`config.mk`:
```
export PLATFORM = sky130hd
export DESIGN_NAME = multicycle_ctrl_fsm_flat
export DESIGN_NICKNAME = d
export VERILOG_FILES = /design/src/rtl/multicycle_ctrl_fsm_if.sv /design/src/rtl/multicycle_ctrl_fsm.sv /design/src/flat_wrapper.sv
export SDC_FILE = /design/constraint.sdc
export NUM_CORES = 1
export LEC_CHECK = 0
export ABC_AREA = 1
export CAP_MARGIN = 20
export CORE_ASPECT_RATIO = 1.5
export CORE_MARGIN = 2
export CORE_UTILIZATION = 30
export DETAILED_ROUTE_END_ITERATION = 10
export SYNTH_ARGS = -nofsm -noshare
export SYNTH_HDL_FRONTEND = slang
export SYNTH_SLANG_ARGS = --single-unit
```
`constraint.sdc`:
```
create_clock -name clk -period 2 [get_ports clk]
set_input_delay 0.4 -clock clk [delete_from_list [all_inputs] [get_ports clk]]
set_output_delay 0.4 -clock clk [all_outputs]
set_load 0.05 [all_outputs]
```
`src/rtl/multicycle_ctrl_fsm_if.sv`:
```
`default_nettype none
// ============================================================================
//  Module   : multicycle_ctrl_fsm_if
//  Purpose  : Bundles the multicycle controller's datapath-facing signals.
//             The master (controller) drives the controls; the slave
//             (datapath/memory/MDU side) drives the decode and handshake
//             inputs.
//  Revision : 1.0  initial release
// ============================================================================
interface multicycle_ctrl_fsm_if #(
  parameter int ALUOP_W = 2
);
  logic [6:0]         opcode;
  logic [6:0]         fetch_opcode;
  logic [6:0]         funct7;
  logic               mem_ready;
  logic               mdu_done;

  logic               PC_write_cond;
  logic               PC_write;
  logic               i_or_d;
  logic               mem_read;
  logic               mem_write;
  logic               mem_to_reg;
  logic               IR_write;
  logic               PC_source;
  logic               ALU_src_a;
  logic               reg_write;
  logic [1:0]         ALU_src_b;
  logic [ALUOP_W-1:0] ALU_op;
  logic               mem_req;
  logic               mdu_start;
  logic               mdu_to_reg;
  logic               is_ecall;
  logic               trap;
  logic [3:0]         state_dbg;

  modport master (
    input  opcode, fetch_opcode, funct7, mem_ready, mdu_done,
    output PC_write_cond, PC_write, i_or_d, mem_read, mem_write, mem_to_reg,
           IR_write, PC_source, ALU_src_a, reg_write, ALU_src_b, ALU_op,
           mem_req, mdu_start, mdu_to_reg, is_ecall, trap, state_dbg
  );

  modport slave (
    output opcode, fetch_opcode, funct7, mem_ready, mdu_done,
    input  PC_write_cond, PC_write, i_or_d, mem_read, mem_write, mem_to_reg,
           IR_write, PC_source, ALU_src_a, reg_write, ALU_src_b, ALU_op,
           mem_req, mdu_start, mdu_to_reg, is_ecall, trap, state_dbg
  );
endinterface
`default_nettype wire

```
`src/rtl/multicycle_ctrl_fsm.sv`:
```
`default_nettype none
// ============================================================================
//  Module   : multicycle_ctrl_fsm
//  Purpose  : Multicycle RV32 control FSM with variable-latency memory
//             handshake and timeout, multi-cycle MUL/DIV path, sticky HALT
//             on ECALL and sticky TRAP on illegal opcode or memory timeout.
//  Revision : 1.0  initial release
// ============================================================================
module multicycle_ctrl_fsm #(
  parameter int MEM_TIMEOUT = 255,
  parameter int MDU_EN      = 1,
  parameter int ALUOP_W     = 2
) (
  input  logic                  clk,
  input  logic                  reset,
  multicycle_ctrl_fsm_if.master bus
);

  localparam logic [6:0] OPC_LOAD   = 7'b0000011;
  localparam logic [6:0] OPC_STORE  = 7'b0100011;
  localparam logic [6:0] OPC_ARITH  = 7'b0110011;
  localparam logic [6:0] OPC_ARITHI = 7'b0010011;
  localparam logic [6:0] OPC_BRANCH = 7'b1100011;
  localparam logic [6:0] OPC_JAL    = 7'b1101111;
  localparam logic [6:0] OPC_JALR   = 7'b1100111;
  localparam logic [6:0] OPC_ECALL  = 7'b1110011;
  localparam logic [6:0] F7_MULDIV  = 7'b0000001;

  localparam logic [ALUOP_W-1:0] ALUOP_BR = ALUOP_W'(1);
  localparam logic [ALUOP_W-1:0] ALUOP_FN = ALUOP_W'(2);

  localparam int CNT_W = (MEM_TIMEOUT < 1) ? 1 : $clog2(MEM_TIMEOUT + 1);

  typedef enum logic [3:0] {
    S_FETCH    = 4'd0,  S_DECODE   = 4'd1,  S_MEM_ADDR = 4'd2,
    S_MEM_RD   = 4'd3,  S_MEM_WB   = 4'd4,  S_MEM_WR   = 4'd5,
    S_EXEC     = 4'd6,  S_RCOMPL   = 4'd7,  S_BRANCH   = 4'd8,
    S_HALT     = 4'd9,  S_EXEC_IMM = 4'd10, S_JAL      = 4'd11,
    S_JALR     = 4'd12, S_MDU_WAIT = 4'd13, S_TRAP     = 4'd14
  } state_t;

  state_t             state_q, state_d;
  logic [CNT_W-1:0]   wait_q, wait_d;
  logic               first_q;     // current cycle is the first one in state_q
  logic               mdu_sel_q;   // previous state was MDU_WAIT

  logic               pc_write_cond, pc_write, i_or_d, mem_read, mem_write;
  logic               mem_to_reg, ir_write, pc_source, alu_src_a, reg_write;
  logic [1:0]         alu_src_b;
  logic [ALUOP_W-1:0] alu_op;
  logic               mem_req, mdu_start, mdu_to_reg, is_ecall, trap;
  logic               timeout;

  // Timeout fires only while a request is outstanding and unanswered this cycle.
  assign timeout = mem_req && !bus.mem_ready && (wait_q == CNT_W'(MEM_TIMEOUT));

  // State, wait counter and entry/MDU bookkeeping registers.
  always_ff @(posedge clk) begin
    if (reset) begin
      state_q   <= S_FETCH;
      wait_q    <= '0;
      first_q   <= 1'b1;
      mdu_sel_q <= 1'b0;
    end else begin
      state_q   <= state_d;
      wait_q    <= wait_d;
      first_q   <= (state_d != state_q);
      mdu_sel_q <= (state_q == S_MDU_WAIT);
    end
  end

  // Next-state, per-state datapath controls and wait-counter update.
  always_comb begin
    state_d       = state_q;
    pc_write_cond = 1'b0;
    pc_write      = 1'b0;
    i_or_d        = 1'b0;
    mem_read      = 1'b0;
    mem_write     = 1'b0;
    mem_to_reg    = 1'b0;
    ir_write      = 1'b0;
    pc_source     = 1'b0;
    alu_src_a     = 1'b0;
    reg_write     = 1'b0;
    alu_src_b     = 2'b00;
    alu_op        = '0;
    mem_req       = 1'b0;
    mdu_start     = 1'b0;
    mdu_to_reg    = 1'b0;
    is_ecall      = 1'b0;
    trap          = 1'b0;

    case (state_q)
      S_FETCH: begin
        mem_req   = 1'b1;
        mem_read  = 1'b1;
        alu_src_b = 2'b01;
        ir_write  = bus.mem_ready;
        if (bus.mem_ready)
          state_d = (bus.fetch_opcode == OPC_JAL) ? S_JAL : S_DECODE;
        else if (timeout)
          state_d = S_TRAP;
      end
      S_DECODE: begin
        alu_src_b = 2'b10;
        pc_write  = 1'b1;
        pc_source = 1'b1;
        case (bus.opcode)
          OPC_LOAD, OPC_STORE: state_d = S_MEM_ADDR;
          OPC_ARITH: begin
            if (bus.funct7 == F7_MULDIV)
              state_d = (MDU_EN != 0) ? S_MDU_WAIT : S_TRAP;
            else
              state_d = S_EXEC;
          end
          OPC_ARITHI: state_d = S_EXEC_IMM;
          OPC_BRANCH: state_d = S_BRANCH;
          OPC_JALR:   state_d = S_JALR;
          OPC_ECALL:  state_d = S_HALT;
          default:    state_d = S_TRAP;
        endcase
      end
      S_MEM_ADDR: begin
        alu_src_a = 1'b1;
        alu_src_b = 2'b10;
        state_d   = (bus.opcode == OPC_LOAD) ? S_MEM_RD : S_MEM_WR;
      end
      S_MEM_RD: begin
        mem_req  = 1'b1;
        mem_read = 1'b1;
        i_or_d   = 1'b1;
        if (bus.mem_ready)  state_d = S_MEM_WB;
        else if (timeout)   state_d = S_TRAP;
      end
      S_MEM_WB: begin
        reg_write  = 1'b1;
        mem_to_reg = 1'b1;
        state_d    = S_FETCH;
      end
      S_MEM_WR: begin
        mem_req   = 1'b1;
        mem_write = 1'b1;
        i_or_d    = 1'b1;
        if (bus.mem_ready)  state_d = S_FETCH;
        else if (timeout)   state_d = S_TRAP;
      end
      S_EXEC, S_EXEC_IMM: begin
        alu_src_a = 1'b1;
        alu_op    = ALUOP_FN;
        alu_src_b = (state_q == S_EXEC_IMM) ? 2'b10 : 2'b00;
        state_d   = S_RCOMPL;
      end
      S_RCOMPL: begin
        reg_write  = 1'b1;
        mdu_to_reg = mdu_sel_q;
        state_d    = S_FETCH;
      end
      S_MDU_WAIT: begin
        mdu_start = first_q;
        if (bus.mdu_done) begin
          mdu_to_reg = 1'b1;
          state_d    = S_RCOMPL;
        end
      end
      S_BRANCH: begin
        alu_src_a     = 1'b1;
        alu_op        = ALUOP_BR;
        pc_write_cond = 1'b1;
        pc_source     = 1'b1;
        state_d       = S_FETCH;
      end
      S_JAL: begin
        alu_src_b = 2'b10;
        pc_write  = 1'b1;
        reg_write = 1'b1;
        state_d   = S_FETCH;
      end
      S_JALR: begin
        alu_src_a = 1'b1;
        alu_src_b = 2'b10;
        alu_op    = ALUOP_FN;
        pc_write  = 1'b1;
        state_d   = S_RCOMPL;
      end
      S_HALT:  is_ecall = 1'b1;
      S_TRAP:  trap     = 1'b1;
      default: state_d  = S_TRAP;
    endcase

    // Counter restarts on each new access and counts unanswered request cycles.
    wait_d = wait_q;
    if ((state_d != state_q) &&
        (state_d == S_FETCH || state_d == S_MEM_RD || state_d == S_MEM_WR))
      wait_d = '0;
    else if (mem_req && !bus.mem_ready)
      wait_d = wait_q + CNT_W'(1);
  end

  assign bus.PC_write_cond = pc_write_cond;
  assign bus.PC_write      = pc_write;
  assign bus.i_or_d        = i_or_d;
  assign bus.mem_read      = mem_read;
  assign bus.mem_write     = mem_write;
  assign bus.mem_to_reg    = mem_to_reg;
  assign bus.IR_write      = ir_write;
  assign bus.PC_source     = pc_source;
  assign bus.ALU_src_a     = alu_src_a;
  assign bus.reg_write     = reg_write;
  assign bus.ALU_src_b     = alu_src_b;
  assign bus.ALU_op        = alu_op;
  assign bus.mem_req       = mem_req;
  assign bus.mdu_start     = mdu_start;
  assign bus.mdu_to_reg    = mdu_to_reg;
  assign bus.is_ecall      = is_ecall;
  assign bus.trap          = trap;
  assign bus.state_dbg     = state_q;

endmodule
`default_nettype wire
```
`src/flat_wrapper.sv`:
```
// flat-port wrapper written by rule: the top's interface ports become plain ports
module multicycle_ctrl_fsm_flat 
#(
  parameter int MEM_TIMEOUT = 255,
  parameter int MDU_EN      = 1,
  parameter int ALUOP_W     = 2
)
  (clk, reset, bus_opcode, bus_fetch_opcode, bus_funct7, bus_mem_ready, bus_mdu_done, bus_PC_write_cond, bus_PC_write, bus_i_or_d, bus_mem_read, bus_mem_write, bus_mem_to_reg, bus_IR_write, bus_PC_source, bus_ALU_src_a, bus_reg_write, bus_ALU_src_b, bus_ALU_op, bus_mem_req, bus_mdu_start, bus_mdu_to_reg, bus_is_ecall, bus_trap, bus_state_dbg);
  multicycle_ctrl_fsm_if #(.ALUOP_W(ALUOP_W)) bus_i ();
  input  logic clk;
  input  logic reset;
  input wire logic [$bits(bus_i.opcode)-1:0] bus_opcode;
  input wire logic [$bits(bus_i.fetch_opcode)-1:0] bus_fetch_opcode;
  input wire logic [$bits(bus_i.funct7)-1:0] bus_funct7;
  input wire logic [$bits(bus_i.mem_ready)-1:0] bus_mem_ready;
  input wire logic [$bits(bus_i.mdu_done)-1:0] bus_mdu_done;
  output wire logic [$bits(bus_i.PC_write_cond)-1:0] bus_PC_write_cond;
  output wire logic [$bits(bus_i.PC_write)-1:0] bus_PC_write;
  output wire logic [$bits(bus_i.i_or_d)-1:0] bus_i_or_d;
  output wire logic [$bits(bus_i.mem_read)-1:0] bus_mem_read;
  output wire logic [$bits(bus_i.mem_write)-1:0] bus_mem_write;
  output wire logic [$bits(bus_i.mem_to_reg)-1:0] bus_mem_to_reg;
  output wire logic [$bits(bus_i.IR_write)-1:0] bus_IR_write;
  output wire logic [$bits(bus_i.PC_source)-1:0] bus_PC_source;
  output wire logic [$bits(bus_i.ALU_src_a)-1:0] bus_ALU_src_a;
  output wire logic [$bits(bus_i.reg_write)-1:0] bus_reg_write;
  output wire logic [$bits(bus_i.ALU_src_b)-1:0] bus_ALU_src_b;
  output wire logic [$bits(bus_i.ALU_op)-1:0] bus_ALU_op;
  output wire logic [$bits(bus_i.mem_req)-1:0] bus_mem_req;
  output wire logic [$bits(bus_i.mdu_start)-1:0] bus_mdu_start;
  output wire logic [$bits(bus_i.mdu_to_reg)-1:0] bus_mdu_to_reg;
  output wire logic [$bits(bus_i.is_ecall)-1:0] bus_is_ecall;
  output wire logic [$bits(bus_i.trap)-1:0] bus_trap;
  output wire logic [$bits(bus_i.state_dbg)-1:0] bus_state_dbg;
  assign bus_i.opcode = bus_opcode;
  assign bus_i.fetch_opcode = bus_fetch_opcode;
  assign bus_i.funct7 = bus_funct7;
  assign bus_i.mem_ready = bus_mem_ready;
  assign bus_i.mdu_done = bus_mdu_done;
  assign bus_PC_write_cond = bus_i.PC_write_cond;
  assign bus_PC_write = bus_i.PC_write;
  assign bus_i_or_d = bus_i.i_or_d;
  assign bus_mem_read = bus_i.mem_read;
  assign bus_mem_write = bus_i.mem_write;
  assign bus_mem_to_reg = bus_i.mem_to_reg;
  assign bus_IR_write = bus_i.IR_write;
  assign bus_PC_source = bus_i.PC_source;
  assign bus_ALU_src_a = bus_i.ALU_src_a;
  assign bus_reg_write = bus_i.reg_write;
  assign bus_ALU_src_b = bus_i.ALU_src_b;
  assign bus_ALU_op = bus_i.ALU_op;
  assign bus_mem_req = bus_i.mem_req;
  assign bus_mdu_start = bus_i.mdu_start;
  assign bus_mdu_to_reg = bus_i.mdu_to_reg;
  assign bus_is_ecall = bus_i.is_ecall;
  assign bus_trap = bus_i.trap;
  assign bus_state_dbg = bus_i.state_dbg;
  multicycle_ctrl_fsm #(.MEM_TIMEOUT(MEM_TIMEOUT), .MDU_EN(MDU_EN), .ALUOP_W(ALUOP_W)) u_core (.clk(clk), .reset(reset), .bus(bus_i));
endmodule
```
* Word level (Yosys, flattened, before mapping) *
Index checks and enable logic that the tools add are counted.

word-level totals
  register bits after elaboration = 14
  input port bits = 25
  output and inout port bits = 23
  logic and storage cells = 83

operators by class
  $add $sub $neg = 1
  eq/ne operators = 27
  muxes and demuxes = 29
  reduce and logical (&&, ||, !) cells = 22

operators by type and width
  kind                   count
  $pmux W4 S9            1
  $eq A4 B4 Y1 const B   7
  $eq A7 B7 Y1 const B   4
  $mux W4                7
  $pmux W4 S6            1
  $eq A4 B3 Y1 const B   5
  $mux W1                15
  $eq A7 B6 Y1 const B   2
  $reduce_or A2 Y1       7
  $eq A4 B2 Y1 const B   3
  $reduce_or A3 Y1       4
  $add A8 B1 Y8 const B  1
  $eq A8 B8 Y1 const B   1
  $logic_not A4 Y1       2
  $reduce_or A4 Y1       2
  $eq A7 B1 Y1 const B   1
  $eq A7 B2 Y1 const B   1
  $eq A7 B5 Y1 const B   1
  $pmux W2 S3            1
  $reduce_or A5 Y1       1
  $eq A4 B1 Y1 const B   1
  $ne A4 B4 Y1           1
  $pmux W2 S2            1
  $logic_and A1 B1 Y1    3
  5 further kinds        6

* Longest topological paths before layout *
  depth after elaboration = 13
  gate-level depth with buffers = 16
  gate-level depth less buffers = 16

* Worst setup path after synthesis *
Ideal clock, no wire load.

  path kind = register -> output
  from = register u_core.state_q[3] (netlist: u_core.bus.state_dbg[3])
  to = output port bus_ALU_src_a
  arrival = 2.419 ns
  data required time = 1.600 ns
  path slack = -0.819 ns
  cell stages (with the launch flop) = 7
  path buffers = 0
  cell sequence = dfxtp_1 inv_1 nor2_1 inv_1 nor2_1 inv_1 nand3_1

on the way
  word-level cells in the longest chain between the ends = 3
  elaborated cells between the ends (all ways) = 7
  those cells by class = eq/ne (5); mux (1); reduce/logical (1)

ends and longest elaborated chain
  element                                     line                       source
  from (decl)                                 multicycle_ctrl_fsm.sv:42  state_t state_q, state_d;
  from (signal assigned)                      multicycle_ctrl_fsm.sv:65  state_q <= state_d;
  $eq A4 B2 Y1, or another cell as far along  multicycle_ctrl_fsm.sv:93  case (state_q)
  $reduce_or A5 Y1 (no line) *                --
  $mux W1 *                                   multicycle_ctrl_fsm.sv:93
  to (decl)                                   flat_wrapper.sv:25         output wire logic [$bits(bus_i.ALU_src_a)-1:0] bus_ALU_src_a;

Every way passes the cells marked *; elsewhere a longest branch is shown, timed or not.

* Worst setup path after layout *
  from = register u_core.state_q[2] (netlist: u_core.bus.state_dbg[2])
  to = output port bus_ALU_src_a

The elaborated chain is that of the path after synthesis.

==> results.json <==
{
  "yosysUniqueCellTypes": 24,
  "grt_pass1_wl_um": 6244,
  "grt_max_degree": 9,
  "cts_root_buffer": "clkbuf_8",
  "num_antenna_cells": 0,
  "critPathLaunchType": "flip-flop",
  "fp.dieW_um": 57.62,
  "finalCriticalPeriod_ns": 1.939,
  "tightest_slew_ns": 0.4916,
  "r2r_setup_slack_ns": 0.12,
  "cp_max_fo": 8,
  "via_count": 1647,
  "routed_wl_um": 3987,
  "ys_seq_elements": 14,
  "ctsHoldBuffers": 0,
  "finalHoldViolations": 0,
  "htree_num_levels": 1,
  "areaGrowthSynthToFinish_pct": 95.36,
  "overflow": 0,
  "drt-initial-drc-count": 23,
  "netlist_instances": 231,
  "yosys.area.top_type_share": 0.2166,
  "r2r-start": "u_core.bus.state_dbg[2]$_SDFF_PP0_",
  "grt_util_all_layers": 0.1586,
  "finalWeightedCongestion": 0.8168,
  "drc": 0,
  "p_leak_nw": 1.358,
  "max_stage_delay_ns": 0.43,
  "timing.final.max_slew_violations": 0,
  "ir_drop_mv": 1.190,
  "clock.fmax_ghz": 0.5159,
  "critPathLaunch": "u_core.bus.state_dbg[2]$_SDFF_PP0_",
  "synth_area_leader_cell": "dfxtp_1",
  "crit_buf_inv": 3,
  "critPathRequiredTime_ns": 1.60,
  "status": "finished, final reports clean",
  "slew_headroom": 0.6713,
  "ys_seq_area_frac": 0.2166,
  "ys.warnings.count": 0,
  "synthesis.area_sq_um": 1294,
  "crit_path_end_kind": "output pin",
  "place.port_buffers": 47,
  "arrival_ns": 1.54,
  "clock_sink_count": 14,
  "grt_setup_unrepaired": "yes",
  "finalSetupTns_ns": 0,
  "setup_viol": 0,
  "firstDrtPassIters": 4,
  "critPathSlowestCell": "dfxtp_4",
  "clockBufferDepth": 2,
  "start_util": 0.3100,
  "syn-mean-instance-area_sq_um": 5.601,
  "grt_antenna_before_repair": 0,
  "coreArea_sq_um": 4173,
  "multi_input_comb_area_sq_um": 1071,
  "fin_crit_sh": 0.9693,
  "die_area_sq_um": 4865,
  "path_delay_family": "simple AND/OR/NAND/NOR gates",
  "cp-endpoint": "bus_ALU_src_a",
  "seqCellArea_sq_um": 297.8,
  "nFillCells": 381,
  "hp-class": "reg -> reg",
  "finalClockSkew_ns": 0.003183,
  "die_h_um": 84.43,
  "grt_pass1_vias": 1597,
  "crit_type": "reg -> out",
  "syn_nets": 257,
  "ant_nets": 0,
  "cts_tree": "built",
  "ios": 48,
  "worst-path-stages": 8,
  "cts_made_buffers": 3,
  "layout-drive-gt1-share": 0.4188,
  "via_per_inst": 4.653,
  "layout_commonest_cell": "nand2_1",
  "r2r_cells": 16,
  "cp_cell_sequence": "inv_4 > nor2_2 > nand2_1 > nand2_1 > nor2_4 > buf_4 > nand3_1 > buf_12",
  "fin_area_sq_um": 2527,
  "power_density_nw_per_um2": 1524,
  "dpl.hpwl_um": 3162,
  "critPathMostFrequentCell": "nand2_1",
  "timing.rr.end": "u_core.wait_q[5]$_SDFFE_PP0P_",
  "clock_latency_ns": 0.24,
  "wire_per_inst_um": 11.26,
  "mostFrequentLayoutCells": "nand2_1, inv_1, buf_4",
  "clkTransAtPathRegs_ns": 0.06,
  "rows": 29,
  "synth_area_leaders": "dfxtp_1, nand2_1, inv_1",
  "max_cap_violations": 0,
  "place_area_sq_um": 2198,
  "nets": 335
}
[cell usage after synthesis]
cell type / count
nand2_1: 70
inv_1: 38
nor2_1: 34
nand3_1: 19
nor2_2: 15
dfxtp_1: 14
nand2_2: 6
nor3_1: 6
inv_2: 4
nand4_1: 4
xor2_1: 4
xnor2_1: 3
nand2_4: 2
o21ai_0: 2
a21oi_1: 1
buf_4: 1
ha_1: 1
mux2i_1: 1
nand3_2: 1
nand3_4: 1
nor3b_1: 1
o211ai_1: 1
o21a_1: 1
o21ai_1: 1
[stage by stage]
step | hold WS, ns | power, mW | setup slack, ns | utilization | cells
floorplan | 0.4627 | 2.031 | -0.05930 | - | 231
global placement | 0.5248 | 3.246 | -0.3150 | 0.5268 | 343
detailed placement | 0.5319 | 3.253 | -0.3705 | 0.5268 | 343
CTS | 0.5445 | 3.561 | 0.0005629 | 0.5472 | 348
global route | 0.5607 | 4.077 | -0.03071 | 0.6057 | 354
finish | 0.5504 | 3.852 | 0.06148 | 0.6057 | 354
[power by group]
part	leakage [nW]	internal, mW	switching (mW)
combinational	1.22	1.39	1.77
sequential	0.117	0.342	0.109
clock	0.0228	0.141	0.0971
total	1.36	1.88	1.98
[cells by family after synthesis]
logic type	Yosys count	share of synthesized area
flip-flops	14	0.2166
XOR/XNOR	7	0.04739
multiplexers	1	0.007737
adder cells (fa/ha/maj)	1	0.009670
AND/OR/NAND/NOR	159	0.5638
AO/OA/AOI/OAI	6	0.02708
buffers and inverters	43	0.1277
[flip-flops by register name, indices dropped and copies added (netlist names)]
register	cells
u_core.wait_q	8
u_core.first_q	1
u_core.mdu_sel_q	1
u_core.bus.state_dbg	4
[worst min-delay path: cells and delay by family, from the launching register on]
kind / cells / cell delay, ns
flip-flops: 1 / 0.34
XOR/XNOR: 1 / 0.09
AND/OR/NAND/NOR: 1 / 0.09
[worst min-delay path by stage]
stage                     cells past startpoint  slack [ns]                          start                                 end
after floorplan                               1        0.46                          reset  u_core.bus.state_dbg[0]$_SDFF_PP0_
after global placement                        2        0.52  u_core.wait_q[7]$_SDFFE_PP0P_       u_core.wait_q[7]$_SDFFE_PP0P_
after detailed placement                      2        0.53  u_core.wait_q[7]$_SDFFE_PP0P_       u_core.wait_q[7]$_SDFFE_PP0P_
after CTS                                     2        0.54  u_core.wait_q[7]$_SDFFE_PP0P_       u_core.wait_q[7]$_SDFFE_PP0P_
after global routing                          2        0.56  u_core.wait_q[7]$_SDFFE_PP0P_       u_core.wait_q[7]$_SDFFE_PP0P_
final                                         2        0.55  u_core.wait_q[7]$_SDFFE_PP0P_       u_core.wait_q[7]$_SDFFE_PP0P_
[layer usage]
metal	GRT usage	wire length [um]	vias up
met5	0	0	-
met4	0.06977	118	0
met3	0.01849	148	11
met2	0.3213	2267	36
met1	0.1490	1452	733
li1	-	-	867
[area by class of cell]
| type | count | share of cell area |
|---|---|---|
| Sequential cell | 14 | 0.1178 |
| Inverter | 42 | 0.06485 |
| Clock buffer | 4 | 0.01782 |
| Timing Repair Buffer | 74 | 0.3530 |
| Multi-Input combinational cell | 174 | 0.4238 |
| Tap cell | 46 | 0.02277 |
[timing repair]
item,in CTS,in global routing
setup buffers,1,6
setup endpoints to repair,12,12
pin swaps,2,33
gates resized for setup,12,60
Note: power is estimated with default switching activity, not from simulation.
